--- src/rtl/uart_pkg.sv ---
// uart_pkg: definitions shared by the UART transmitter and receiver.
// Holds the serializer state encodings and the frame-shape constants.
package uart_pkg;

    // Serializer states; PARITY is only visited when parity is enabled.
    typedef enum logic [2:0] {
        IDLE   = 3'd0,
        START  = 3'd1,
        DATA   = 3'd2,
        PARITY = 3'd3,
        STOP   = 3'd4
    } uart_state_t;

    localparam int DATA_BITS = 8;
    localparam int STOP_BITS = 1;

    // Even parity bit: makes the total count of ones (data + parity) even.
    function automatic logic even_parity(input logic [DATA_BITS-1:0] i_data);
        return ^i_data;
    endfunction

endpackage

--- src/rtl/uart_tx_fifo_if.sv ---
// uart_tx_fifo_if: host-side write port and status/serial outputs of the
// buffered UART transmitter. The host uses the master modport, the
// transmitter the slave modport.
interface uart_tx_fifo_if #(
    parameter int FIFO_DEPTH = 16
);
    logic                          i_Wr_En;
    logic [7:0]                    i_Wr_Byte;
    logic                          o_Full;
    logic                          o_Empty;
    logic [$clog2(FIFO_DEPTH):0]   o_Count;
    logic                          o_Overflow;
    logic                          o_Tx_Serial;
    logic                          o_Tx_Active;
    logic                          o_Tx_Done;

    modport master (
        output i_Wr_En, i_Wr_Byte,
        input  o_Full, o_Empty, o_Count, o_Overflow,
        input  o_Tx_Serial, o_Tx_Active, o_Tx_Done
    );

    modport slave (
        input  i_Wr_En, i_Wr_Byte,
        output o_Full, o_Empty, o_Count, o_Overflow,
        output o_Tx_Serial, o_Tx_Active, o_Tx_Done
    );
endinterface

--- src/rtl/sync_fifo.sv ---
// sync_fifo: single-clock FIFO with a registered occupancy count.
// DEPTH must be a power of two (>= 2) so the pointers wrap naturally.
// A push while full is dropped and flagged with a one-cycle o_Overflow,
// even if a pop happens in the same cycle. The head entry is presented
// combinationally on o_Data.
module sync_fifo #(
    parameter int WIDTH = 8,
    parameter int DEPTH = 16
) (
    input  logic                     i_Clock,
    input  logic                     i_Reset,
    input  logic                     i_Push,
    input  logic                     i_Pop,
    input  logic [WIDTH-1:0]         i_Data,
    output logic [WIDTH-1:0]         o_Data,
    output logic                     o_Full,
    output logic                     o_Empty,
    output logic [$clog2(DEPTH):0]   o_Count,
    output logic                     o_Overflow
);
    localparam int AW = $clog2(DEPTH);
    localparam logic [AW:0] FULL_COUNT = (AW+1)'(DEPTH);

    logic [WIDTH-1:0] r_Mem [DEPTH];
    logic [AW-1:0]    r_Wr_Ptr;
    logic [AW-1:0]    r_Rd_Ptr;
    logic [AW:0]      r_Count;
    logic             r_Overflow;

    logic             w_Push_Ok;
    logic             w_Pop_Ok;

    assign o_Full     = (r_Count == FULL_COUNT);
    assign o_Empty    = (r_Count == '0);
    assign o_Count    = r_Count;
    assign o_Overflow = r_Overflow;
    assign o_Data     = r_Mem[r_Rd_Ptr];

    assign w_Push_Ok  = i_Push && !o_Full;
    assign w_Pop_Ok   = i_Pop && !o_Empty;

    // Storage write: capture the incoming word at the write pointer.
    // NOTE: the storage array is deliberately not reset; an entry is only
    // read after it has been written, and an unreset array can map to RAM.
    always_ff @(posedge i_Clock) begin
        if (w_Push_Ok) begin
            r_Mem[r_Wr_Ptr] <= i_Data;
        end
    end

    // Pointer, occupancy and overflow bookkeeping.
    always_ff @(posedge i_Clock) begin
        if (i_Reset) begin
            r_Wr_Ptr   <= '0;
            r_Rd_Ptr   <= '0;
            r_Count    <= '0;
            r_Overflow <= 1'b0;
        end else begin
            if (w_Push_Ok) begin
                r_Wr_Ptr <= r_Wr_Ptr + AW'(1);
            end
            if (w_Pop_Ok) begin
                r_Rd_Ptr <= r_Rd_Ptr + AW'(1);
            end
            case ({w_Push_Ok, w_Pop_Ok})
                2'b10:   r_Count <= r_Count + (AW+1)'(1);
                2'b01:   r_Count <= r_Count - (AW+1)'(1);
                default: r_Count <= r_Count;
            endcase
            r_Overflow <= i_Push && o_Full;
        end
    end

endmodule

--- src/rtl/uart_tx_fifo.sv ---
// uart_tx_fifo: buffered UART transmitter. A sync_fifo absorbs host bytes
// and a serializer drains it as 8N1 frames, back to back while data is
// queued. Optional build macro UART_TX_PARITY_EN inserts an even-parity bit
// between the data bits and the stop bit (8E1).
//
// The IDLE cycle that pops the FIFO only loads the shift register; every
// state drives its line level on the following edge, so a write at edge N
// into an idle, empty transmitter drops the line at edge N+2.
module uart_tx_fifo #(
    parameter int CLKS_PER_BIT = 87,
    parameter int FIFO_DEPTH   = 16
) (
    input  logic           i_Clock,
    input  logic           i_Reset,
    uart_tx_fifo_if.slave  bus
);
    import uart_pkg::*;

    localparam int CW = (CLKS_PER_BIT > 1) ? $clog2(CLKS_PER_BIT) : 1;
    localparam logic [CW-1:0] CNT_LAST = CW'(CLKS_PER_BIT - 1);
    localparam logic [2:0]    IDX_LAST = 3'(DATA_BITS - 1);

    uart_state_t             r_State;
    logic [CW-1:0]           r_Clk_Cnt;
    logic [2:0]              r_Bit_Idx;
    logic [DATA_BITS-1:0]    r_Shift;
    logic                    r_Tx_Serial;
    logic                    r_Tx_Active;
    logic                    r_Tx_Done;

    logic [DATA_BITS-1:0]           w_Head;
    logic                           w_Full;
    logic                           w_Empty;
    logic [$clog2(FIFO_DEPTH):0]    w_Count;
    logic                           w_Overflow;
    logic                           w_Bit_End;
    logic                           w_Pop;

    sync_fifo #(
        .WIDTH (DATA_BITS),
        .DEPTH (FIFO_DEPTH)
    ) u_fifo (
        .i_Clock    (i_Clock),
        .i_Reset    (i_Reset),
        .i_Push     (bus.i_Wr_En),
        .i_Pop      (w_Pop),
        .i_Data     (bus.i_Wr_Byte),
        .o_Data     (w_Head),
        .o_Full     (w_Full),
        .o_Empty    (w_Empty),
        .o_Count    (w_Count),
        .o_Overflow (w_Overflow)
    );

    assign w_Bit_End = (r_Clk_Cnt == CNT_LAST);

    // A byte is taken from the FIFO either from IDLE or on the very last
    // stop-bit cycle, which is what makes consecutive frames gapless.
    assign w_Pop = !w_Empty && ((r_State == IDLE) || ((r_State == STOP) && w_Bit_End));

    assign bus.o_Full      = w_Full;
    assign bus.o_Empty     = w_Empty;
    assign bus.o_Count     = w_Count;
    assign bus.o_Overflow  = w_Overflow;
    assign bus.o_Tx_Serial = r_Tx_Serial;
    assign bus.o_Tx_Active = r_Tx_Active;
    assign bus.o_Tx_Done   = r_Tx_Done;

    // Serializer FSM with registered line, activity and done outputs.
    always_ff @(posedge i_Clock) begin
        if (i_Reset) begin
            r_State     <= IDLE;
            r_Clk_Cnt   <= '0;
            r_Bit_Idx   <= '0;
            r_Shift     <= '0;
            r_Tx_Serial <= 1'b1;
            r_Tx_Active <= 1'b0;
            r_Tx_Done   <= 1'b0;
        end else begin
            r_Tx_Done <= 1'b0;
            case (r_State)
                IDLE: begin
                    r_Tx_Serial <= 1'b1;
                    r_Tx_Active <= 1'b0;
                    r_Clk_Cnt   <= '0;
                    r_Bit_Idx   <= '0;
                    if (w_Pop) begin
                        r_Shift <= w_Head;
                        r_State <= START;
                    end
                end

                START: begin
                    r_Tx_Serial <= 1'b0;
                    r_Tx_Active <= 1'b1;
                    if (w_Bit_End) begin
                        r_Clk_Cnt <= '0;
                        r_State   <= DATA;
                    end else begin
                        r_Clk_Cnt <= r_Clk_Cnt + CW'(1);
                    end
                end

                DATA: begin
                    r_Tx_Serial <= r_Shift[r_Bit_Idx];
                    r_Tx_Active <= 1'b1;
                    if (w_Bit_End) begin
                        r_Clk_Cnt <= '0;
                        if (r_Bit_Idx == IDX_LAST) begin
                            r_Bit_Idx <= '0;
`ifdef UART_TX_PARITY_EN
                            r_State   <= PARITY;
`else
                            r_State   <= STOP;
`endif
                        end else begin
                            r_Bit_Idx <= r_Bit_Idx + 3'd1;
                        end
                    end else begin
                        r_Clk_Cnt <= r_Clk_Cnt + CW'(1);
                    end
                end

`ifdef UART_TX_PARITY_EN
                PARITY: begin
                    r_Tx_Serial <= even_parity(r_Shift);
                    r_Tx_Active <= 1'b1;
                    if (w_Bit_End) begin
                        r_Clk_Cnt <= '0;
                        r_State   <= STOP;
                    end else begin
                        r_Clk_Cnt <= r_Clk_Cnt + CW'(1);
                    end
                end
`endif

                STOP: begin
                    r_Tx_Serial <= 1'b1;
                    r_Tx_Active <= 1'b1;
                    if (w_Bit_End) begin
                        r_Clk_Cnt <= '0;
                        r_Tx_Done <= 1'b1;
                        if (w_Pop) begin
                            r_Shift <= w_Head;
                            r_State <= START;
                        end else begin
                            r_State <= IDLE;
                        end
                    end else begin
                        r_Clk_Cnt <= r_Clk_Cnt + CW'(1);
                    end
                end

                default: begin
                    r_Tx_Serial <= 1'b1;
                    r_Tx_Active <= 1'b0;
                    r_Clk_Cnt   <= '0;
                    r_Bit_Idx   <= '0;
                    r_State     <= IDLE;
                end
            endcase
        end
    end

endmodule

--- src/flat_wrapper.sv ---
// flat-port wrapper written by rule: the top's interface ports become plain ports
module uart_tx_fifo_flat import uart_pkg::*;
#(
    parameter int CLKS_PER_BIT = 87,
    parameter int FIFO_DEPTH   = 16
)
  (i_Clock, i_Reset, bus_i_Wr_En, bus_i_Wr_Byte, bus_o_Full, bus_o_Empty, bus_o_Count, bus_o_Overflow, bus_o_Tx_Serial, bus_o_Tx_Active, bus_o_Tx_Done);
  uart_tx_fifo_if #(.FIFO_DEPTH(FIFO_DEPTH)) bus_i ();
  input  logic i_Clock;
  input  logic i_Reset;
  input wire logic [$bits(bus_i.i_Wr_En)-1:0] bus_i_Wr_En;
  input wire logic [$bits(bus_i.i_Wr_Byte)-1:0] bus_i_Wr_Byte;
  output wire logic [$bits(bus_i.o_Full)-1:0] bus_o_Full;
  output wire logic [$bits(bus_i.o_Empty)-1:0] bus_o_Empty;
  output wire logic [$bits(bus_i.o_Count)-1:0] bus_o_Count;
  output wire logic [$bits(bus_i.o_Overflow)-1:0] bus_o_Overflow;
  output wire logic [$bits(bus_i.o_Tx_Serial)-1:0] bus_o_Tx_Serial;
  output wire logic [$bits(bus_i.o_Tx_Active)-1:0] bus_o_Tx_Active;
  output wire logic [$bits(bus_i.o_Tx_Done)-1:0] bus_o_Tx_Done;
  assign bus_i.i_Wr_En = bus_i_Wr_En;
  assign bus_i.i_Wr_Byte = bus_i_Wr_Byte;
  assign bus_o_Full = bus_i.o_Full;
  assign bus_o_Empty = bus_i.o_Empty;
  assign bus_o_Count = bus_i.o_Count;
  assign bus_o_Overflow = bus_i.o_Overflow;
  assign bus_o_Tx_Serial = bus_i.o_Tx_Serial;
  assign bus_o_Tx_Active = bus_i.o_Tx_Active;
  assign bus_o_Tx_Done = bus_i.o_Tx_Done;
  uart_tx_fifo #(.CLKS_PER_BIT(CLKS_PER_BIT), .FIFO_DEPTH(FIFO_DEPTH)) u_core (.i_Clock(i_Clock), .i_Reset(i_Reset), .bus(bus_i));
endmodule
--- config.mk ---
export PLATFORM = sky130hd
export DESIGN_NAME = uart_tx_fifo_flat
export DESIGN_NICKNAME = d
export VERILOG_FILES = /design/src/rtl/uart_pkg.sv /design/src/rtl/uart_tx_fifo_if.sv /design/src/rtl/sync_fifo.sv /design/src/rtl/uart_tx_fifo.sv /design/src/flat_wrapper.sv
export SDC_FILE = /design/constraint.sdc
export NUM_CORES = 1
export LEC_CHECK = 0
export CELL_PAD_IN_SITES_DETAIL_PLACEMENT = 0
export CELL_PAD_IN_SITES_GLOBAL_PLACEMENT = 1
export CORE_MARGIN = 2
export CORE_UTILIZATION = 41
export CTS_BUF_LIST = sky130_fd_sc_hd__clkbuf_8
export CTS_CLUSTER_DIAMETER = 150
export DETAILED_ROUTE_END_ITERATION = 10
export PLACE_DENSITY = 0.62
export SLEW_MARGIN = 30
export SYNTH_ARGS = -nofsm -noshare
export SYNTH_HDL_FRONTEND = slang
export SYNTH_SLANG_ARGS = --single-unit
--- constraint.sdc ---
create_clock -name i_Clock -period 8.5 [get_ports i_Clock]
set_input_delay 1.275 -clock i_Clock [delete_from_list [all_inputs] [get_ports i_Clock]]
set_output_delay 1.275 -clock i_Clock [all_outputs]
set_load 0.005 [all_outputs]
# Yosys cells after proc, flatten, opt, wreduce, memory -nomap -nowiden
# Memories as Yosys holds them, arrays and structs flattened. A register that Yosys moved wholly into a read port is not among the register bits.
# Index checks and enable logic that the tools add are counted.
# W data, S select, Z words.
# totals
mem_bits_rw,128
output_inout_bits,11
elab_cells,77
reg_bits,38
mem_count,1
inputBits,11
latchBits,0
rom_bits,0
# op_classes
eq_ne,13
n_addsub,6
n_bitwise,3
div,0
reduce_logical,19
order_cmp,1
multipliers,0
mux,23
shifts,0
# memory_table
name,words,width,read_ports,rd_ports_with_merged_regs,wr,line_no,text
u_core.u_fifo.r_Mem,16,8,1,1,1,sync_fifo.sv:24,logic [WIDTH-1:0] r_Mem [DEPTH];
# op_table
op,count
$mux W3,7
$mux W8,2
$pmux W8 S2,1
$pmux W3 S4,1
$pmux W5 S2,1
$add A4 B1 Y4 const B,2
$mux W4,2
$ne A2 B1 Y1 const B,4
$add A7 B1 Y7 const B,1
$eq A7 B7 Y1 const B,1
$eq A3 B3 Y1 const B,2
$mux W1,6
$pmux W3 S2,1
$reduce_or A3 Y1,2
$add A5 B1 Y5 const B,1
$eq A5 B5 Y1 const B,1
$logic_and A1 B1 Y1,5
$logic_not A5 Y1,1
$reduce_and A5 Y1,1
$sub A5 B1 Y5 const B,1
$lt A3 B4 Y1 const B,1
$reduce_and A2 Y1,2
$reduce_bool A2 Y1,2
$reduce_or A2 Y1,2
other kinds (12),15

# Longest topological paths before layout
# depth
depth_word,7
ltp_mapped,14
depth_no_buf,12

# Modules after synthesis
# From an unflattened synthesis, not the netlist that was laid out.
# unflattened
hier_cells,451
hier_area_um2,7015.5
# by_module_without_submodules
mod,cells_each,seq_area_each_um2,area_each_um2,instances
sync_fifo,334,4204.0,5901.9,1
uart_tx_fifo,117,480.5,1113.6,1

# Worst setup path before layout
# OpenSTA, ideal clock, no wires.
# synth_timing
path_kind,input-to-reg
start,input port bus_i_Wr_En
end,register u_core.u_fifo.r_Count[4] (netlist: u_core.u_fifo.o_Count[4])
setup_time_ns,0.123
required_ns,8.377
path_slack_ns,5.356
stages,11
n_path_buf,1
t_arrival_ns,3.021
cell_sequence,nor2b_2 -> buf_6 -> clkinv_8 -> nand3_4 -> xnor2_1 -> ha_1 -> o21ai_0 -> a311oi_1 -> or3_1 -> a21oi_1 -> mux2_1
# synth_between
elab_chain_cells,3
elab_cells_between_ends,5
cone_classes,eq/ne (2); mux (1); reduce/logical (2)
# synth_rtl
item,line_no,text
start: declaration,flat_wrapper.sv:11,input wire logic [$bits(bus_i.i_Wr_En)-1:0] bus_i_Wr_En;
$logic_and A1 B1 Y1 *,sync_fifo.sv:39,assign w_Push_Ok = i_Push && !o_Full;
$eq A2 B1 Y1 or $eq A2 B2 Y1 (tied branches),sync_fifo.sv:65,"case ({w_Push_Ok, w_Pop_Ok})"
$pmux W5 S2 or $reduce_bool A2 Y1 (tied branches),-,
end signal: assignment,sync_fifo.sv:66,2'b10: r_Count <= r_Count + (AW+1)'(1);
end signal: assignment,sync_fifo.sv:67,2'b01: r_Count <= r_Count - (AW+1)'(1);
end signal: assignment,sync_fifo.sv:68,default: r_Count <= r_Count;
end: declaration,sync_fifo.sv:27,logic [AW:0] r_Count;
# Mark *: on every way between the ends. The rest lies on a longest branch, timed or not.
# A chain may end at the register's enable or synchronous reset.

# Worst setup path after layout
# Ends and elaborated chain as after synthesis.

==> Implementation_results.wiki <==
{| class="wikitable"
! Metric !! Value
|-
| Clock latency at the later pin of the worst-skew pair || 0.45 ns
|-
| Area of the mapped netlist || 0.00691 mm2
|-
| Average footprint of a synthesized cell || 16.7 um2
|-
| Number of standard cells in the layout, taps in and fillers out || 670
|-
| Core Rows || 47
|-
| Die Height || around 130 um
|-
| Buffers added on ports || 21
|-
| Post-DR wirelength/cell || 19.6 um
|-
| Critical path data required time || 8.84 ns
|-
| Diodes inserted || 0
|-
| Width of the die || approximately 130 um
|-
| Post-synthesis to final-layout area growth || 11.6%
|-
| Run status || finished clean
|-
| Share of the core filled with cells || 0.466
|-
| Worst path max stage delay || ~0.53 ns
|-
| Flop and latch count out of synthesis || 170
|-
| Via count || ~3600
|-
| Slew Limit Headroom || 0.363
|-
| Synthesized instance count || between 400 and 500
|-
| Chain of cells forming the critical path || clkdlybuf4s50_1 > nor2b_2 > clkinv_8 > nand3_4 > xnor2_1 > ha_1 > o21ai_0 > a311oi_1 > or3_1 > a21oi_1 > mux2_1
|-
| Number of global-route vias before repair || 3571
|-
| DRC violation count after routing || 0
|-
| Full die area || 0.0179 mm2
|-
| Critical path class || in2reg
|-
| Net count after synthesis || 436
|-
| Multi-input gate area || between 0.002 and 0.0025 mm2
|-
| Synthesis Warnings || 0
|-
| Clock slew at reported path FFs || 0.09 ns
|-
| Routed WL || 13100 um
|-
| Post-detail-place hpwl || 8330 um
|-
| Number of top-level pins || 22
|-
| Net count of the finished layout || 460
|-
| Global-route wire length before repair || about 20000 um
|-
| Startpoint class of the critical path || input pin
|-
| Clk sink count || 170
|-
| Hold/Removal Path Class || reg2reg
|-
| Transition time at the pin with the least slew margin || 0.952 ns
|-
| Number of failing setup endpoints in the final timing report || 0
|-
| Cell with the biggest individual delay on the critical path || nor2b_2
|-
| Largest fanout on the critical path || 9
|-
| TritonCTS clock tree || done
|-
| Cts-stage hold buffer count || 0
|-
| Root buffer selected by CTS || clkbuf_8
|-
| Number of max-slew violations in the final report || 0
|-
| FF+latch area || about 0.0047 mm2
|-
| First-pass detailed-route iteration total || 5
|-
| Area share of fa/ha/maj cells after synthesis || 0.0217
|-
| Combinational family with the most area after synthesis || multiplexers
|-
| Clk_skew || 0.0104 ns
|-
| Synth Area in Compound Gates || 0.0214
|-
| Clock Path Buffers || 2
|-
| Filler cells || 1443
|-
| P_leak || ~2.5 nW
|-
| Final Wtd Congestion || 0.762
|-
| Yosys cell types || between 40 and 50
|-
| Cell count after placement || 638
|-
| Fraction of layout cells with a size suffix above 1 || 0.218
|-
| DP Worst Slack || ~4.5 ns
|-
| Final sum of negative setup slack || 0 ns
|-
| Critical Path End Type || flip-flop
|-
| Area of the core || about 0.017 mm2
|-
| Maximum clock frequency || about 280 MHz
|-
| Max Cap Viol || 0
|-
| Maximum vdd drop || 0.000165 V
|-
| Multiplexer fraction of the synthesized cell area || 0.159
|-
| Post-synthesis sequential area ratio || 0.678
|-
| Initial antenna violation count || 0
|-
| Gr ovfl total || 0
|-
| Family of cells with the greatest summed delay on the critical path || simple AND/OR/NAND/NOR gates
|-
| GRT Resource Usage Total || 0.156
|-
| Arrival time at the worst endpoint || 3.93 ns
|-
| Xor and xnor fraction of the mapped netlist area || 0.0178
|-
| Initial Utilization || 0.418
|-
| Setup fix buffers added after clock tree synthesis || 0
|-
| Simple-gate portion of the synthesized area || 0.0768
|-
| Pin count of the biggest net entering global routing || 38
|-
| Min Clock Period, post-route || 3.59 ns
|-
| RSZ-0062 raised after global routing || false
|-
| Setup slack of the critical path after layout || 4.91 ns
|-
| Count of flip-flops with a built-in enable after synthesis || approximately 130
|-
| Count of buffering cells on the critical path with inverters included || 2
|-
| Antenna violation net count after detailed routing || 0
|-
| Fraction of synthesis flops using an asynchronous set or reset pin || 0
|-
| Detailed Route Iter0 Violations || 228
|-
| TritonCTS buffer count || 17
|-
| # H-tree levels || 4
|-
| Fin crit share || 0.422
|-
| Hold violation total from the final report || 0
|-
| Power density of the placed cells || 272 mW/mm2
|-
| Number of vias per cell after detailed routing || 5.31
|-
| Primary FF master, synth || edfxtp_1
|-
| Post-cts resize count || 0
|}
==> registers in the layout (all words and copies together), names as in the netlist, named ones only <==
| signal | flops |
|---|---|
| u_core.bus.o_Tx_Active | 1 |
| u_core.bus.o_Tx_Done | 1 |
| u_core.bus.o_Tx_Serial | 1 |
| u_core.r_Bit_Idx | 3 |
| u_core.r_Clk_Cnt | 7 |
| u_core.r_Shift | 8 |
| u_core.r_State | 3 |
| u_core.u_fifo.o_Count | 5 |
| u_core.u_fifo.o_Overflow | 1 |
| u_core.u_fifo.r_Mem | 128 |
| u_core.u_fifo.r_Rd_Ptr | 4 |
| u_core.u_fifo.r_Wr_Ptr | 4 |
==> metrics by stage <==
stage	hold WS [ns]	power, W	instance area [um2]
2_1_floorplan	0.426	0.00144	6910
3_5_place_dp	0.473	0.00158	7330
4_1_cts	0.487	0.00213	7700
3_3_place_gp	0.440	0.00158	7300
6_report	0.484	0.00210	7710
5_1_grt	0.511	0.00221	7710
==> metal layers <==
metal	vias up	global-route usage	wire length, um
li1	1631	-	-
met1	1847	0.202	5880
met2	75	0.263	6570
met3	8	0.0420	604
met4	0	0.0414	83
met5	-	0	0
==> where the power goes <==
part	internal, W	switching (W)
clock network	0.000238	0.000309
logic	0.000277	0.000273
registers	0.000956	0.0000455
total	0.00147	0.000628
==> cell type report <==
cell class,count,share of cell area
flip-flops and latches,170,0.608
multi-input cells,214,0.270
inverters,7,0.00503
clock buffers,17,0.0304
clock inverters,15,0.0183
repair buffers,27,0.0331
well taps,220,0.0357
==> synth_stat cells, drive strengths merged, types with 7 or more instances <==
cell type | number | area (um2)
edfxtp | 128 | 3840
nor2 | 55 | 214
dfxtp | 42 | 841
mux4 | 42 | 946
mux2i | 14 | 140
ha | 12 | 150
buf | 11 | 72.6
clkbuf | 11 | 61.3
nand2 | 11 | 41.3
a21oi | 10 | 50.1
nor3 | 10 | 50.1
xnor2 | 7 | 61.3
xor2 | 7 | 61.3
==> worst paths after layout <==
| check | startpoint | endpoint | slack (ns) | cells after the start |
|---|---|---|---|---|
| hold reg to reg | u_core.r_Clk_Cnt[0]$_SDFF_PP0_ | u_core.r_Clk_Cnt[0]$_SDFF_PP0_ | 0.48 | 1 |
| setup reg to reg | u_core.r_State[0]$_SDFFE_PP0P_ | u_core.u_fifo.o_Count[4]$_SDFFE_PP0P_ | 5.08 | 9 |
| hold / removal | u_core.r_Clk_Cnt[0]$_SDFF_PP0_ | u_core.r_Clk_Cnt[0]$_SDFF_PP0_ | 0.48 | 1 |
| setup / recovery | bus_i_Wr_En | u_core.u_fifo.o_Count[4]$_SDFFE_PP0P_ | 4.91 | 11 |
==> placed cells by master (no fill, tap or decap), types with 4 or more instances in the layout <==
cell / instances
edfxtp_1: 128
nor2_1: 44
mux4_2: 42
dfxtp_1: 41
clkdlybuf4s50_1: 21
clkbuf_8: 17
mux2i_1: 14
ha_1: 12
nand2_1: 11
nor2_2: 10
a21oi_1: 10
nor3_1: 9
inv_1: 7
xnor2_1: 7
xor2_1: 7
buf_4: 6
nand2b_1: 4
nand3_1: 4
==> cell families (layout without fill, tap and decap cells) <==
family,Yosys count,after routing
AOI/OAI and AO/OA,24,24
xor gates and xnor gates,14,14
adders and majority gates,12,12
buffers and inverters,29,66
DFF,170,170
muxes,57,57
and+or+nand+nor,107,107
(Power assumes the default switching activity.)
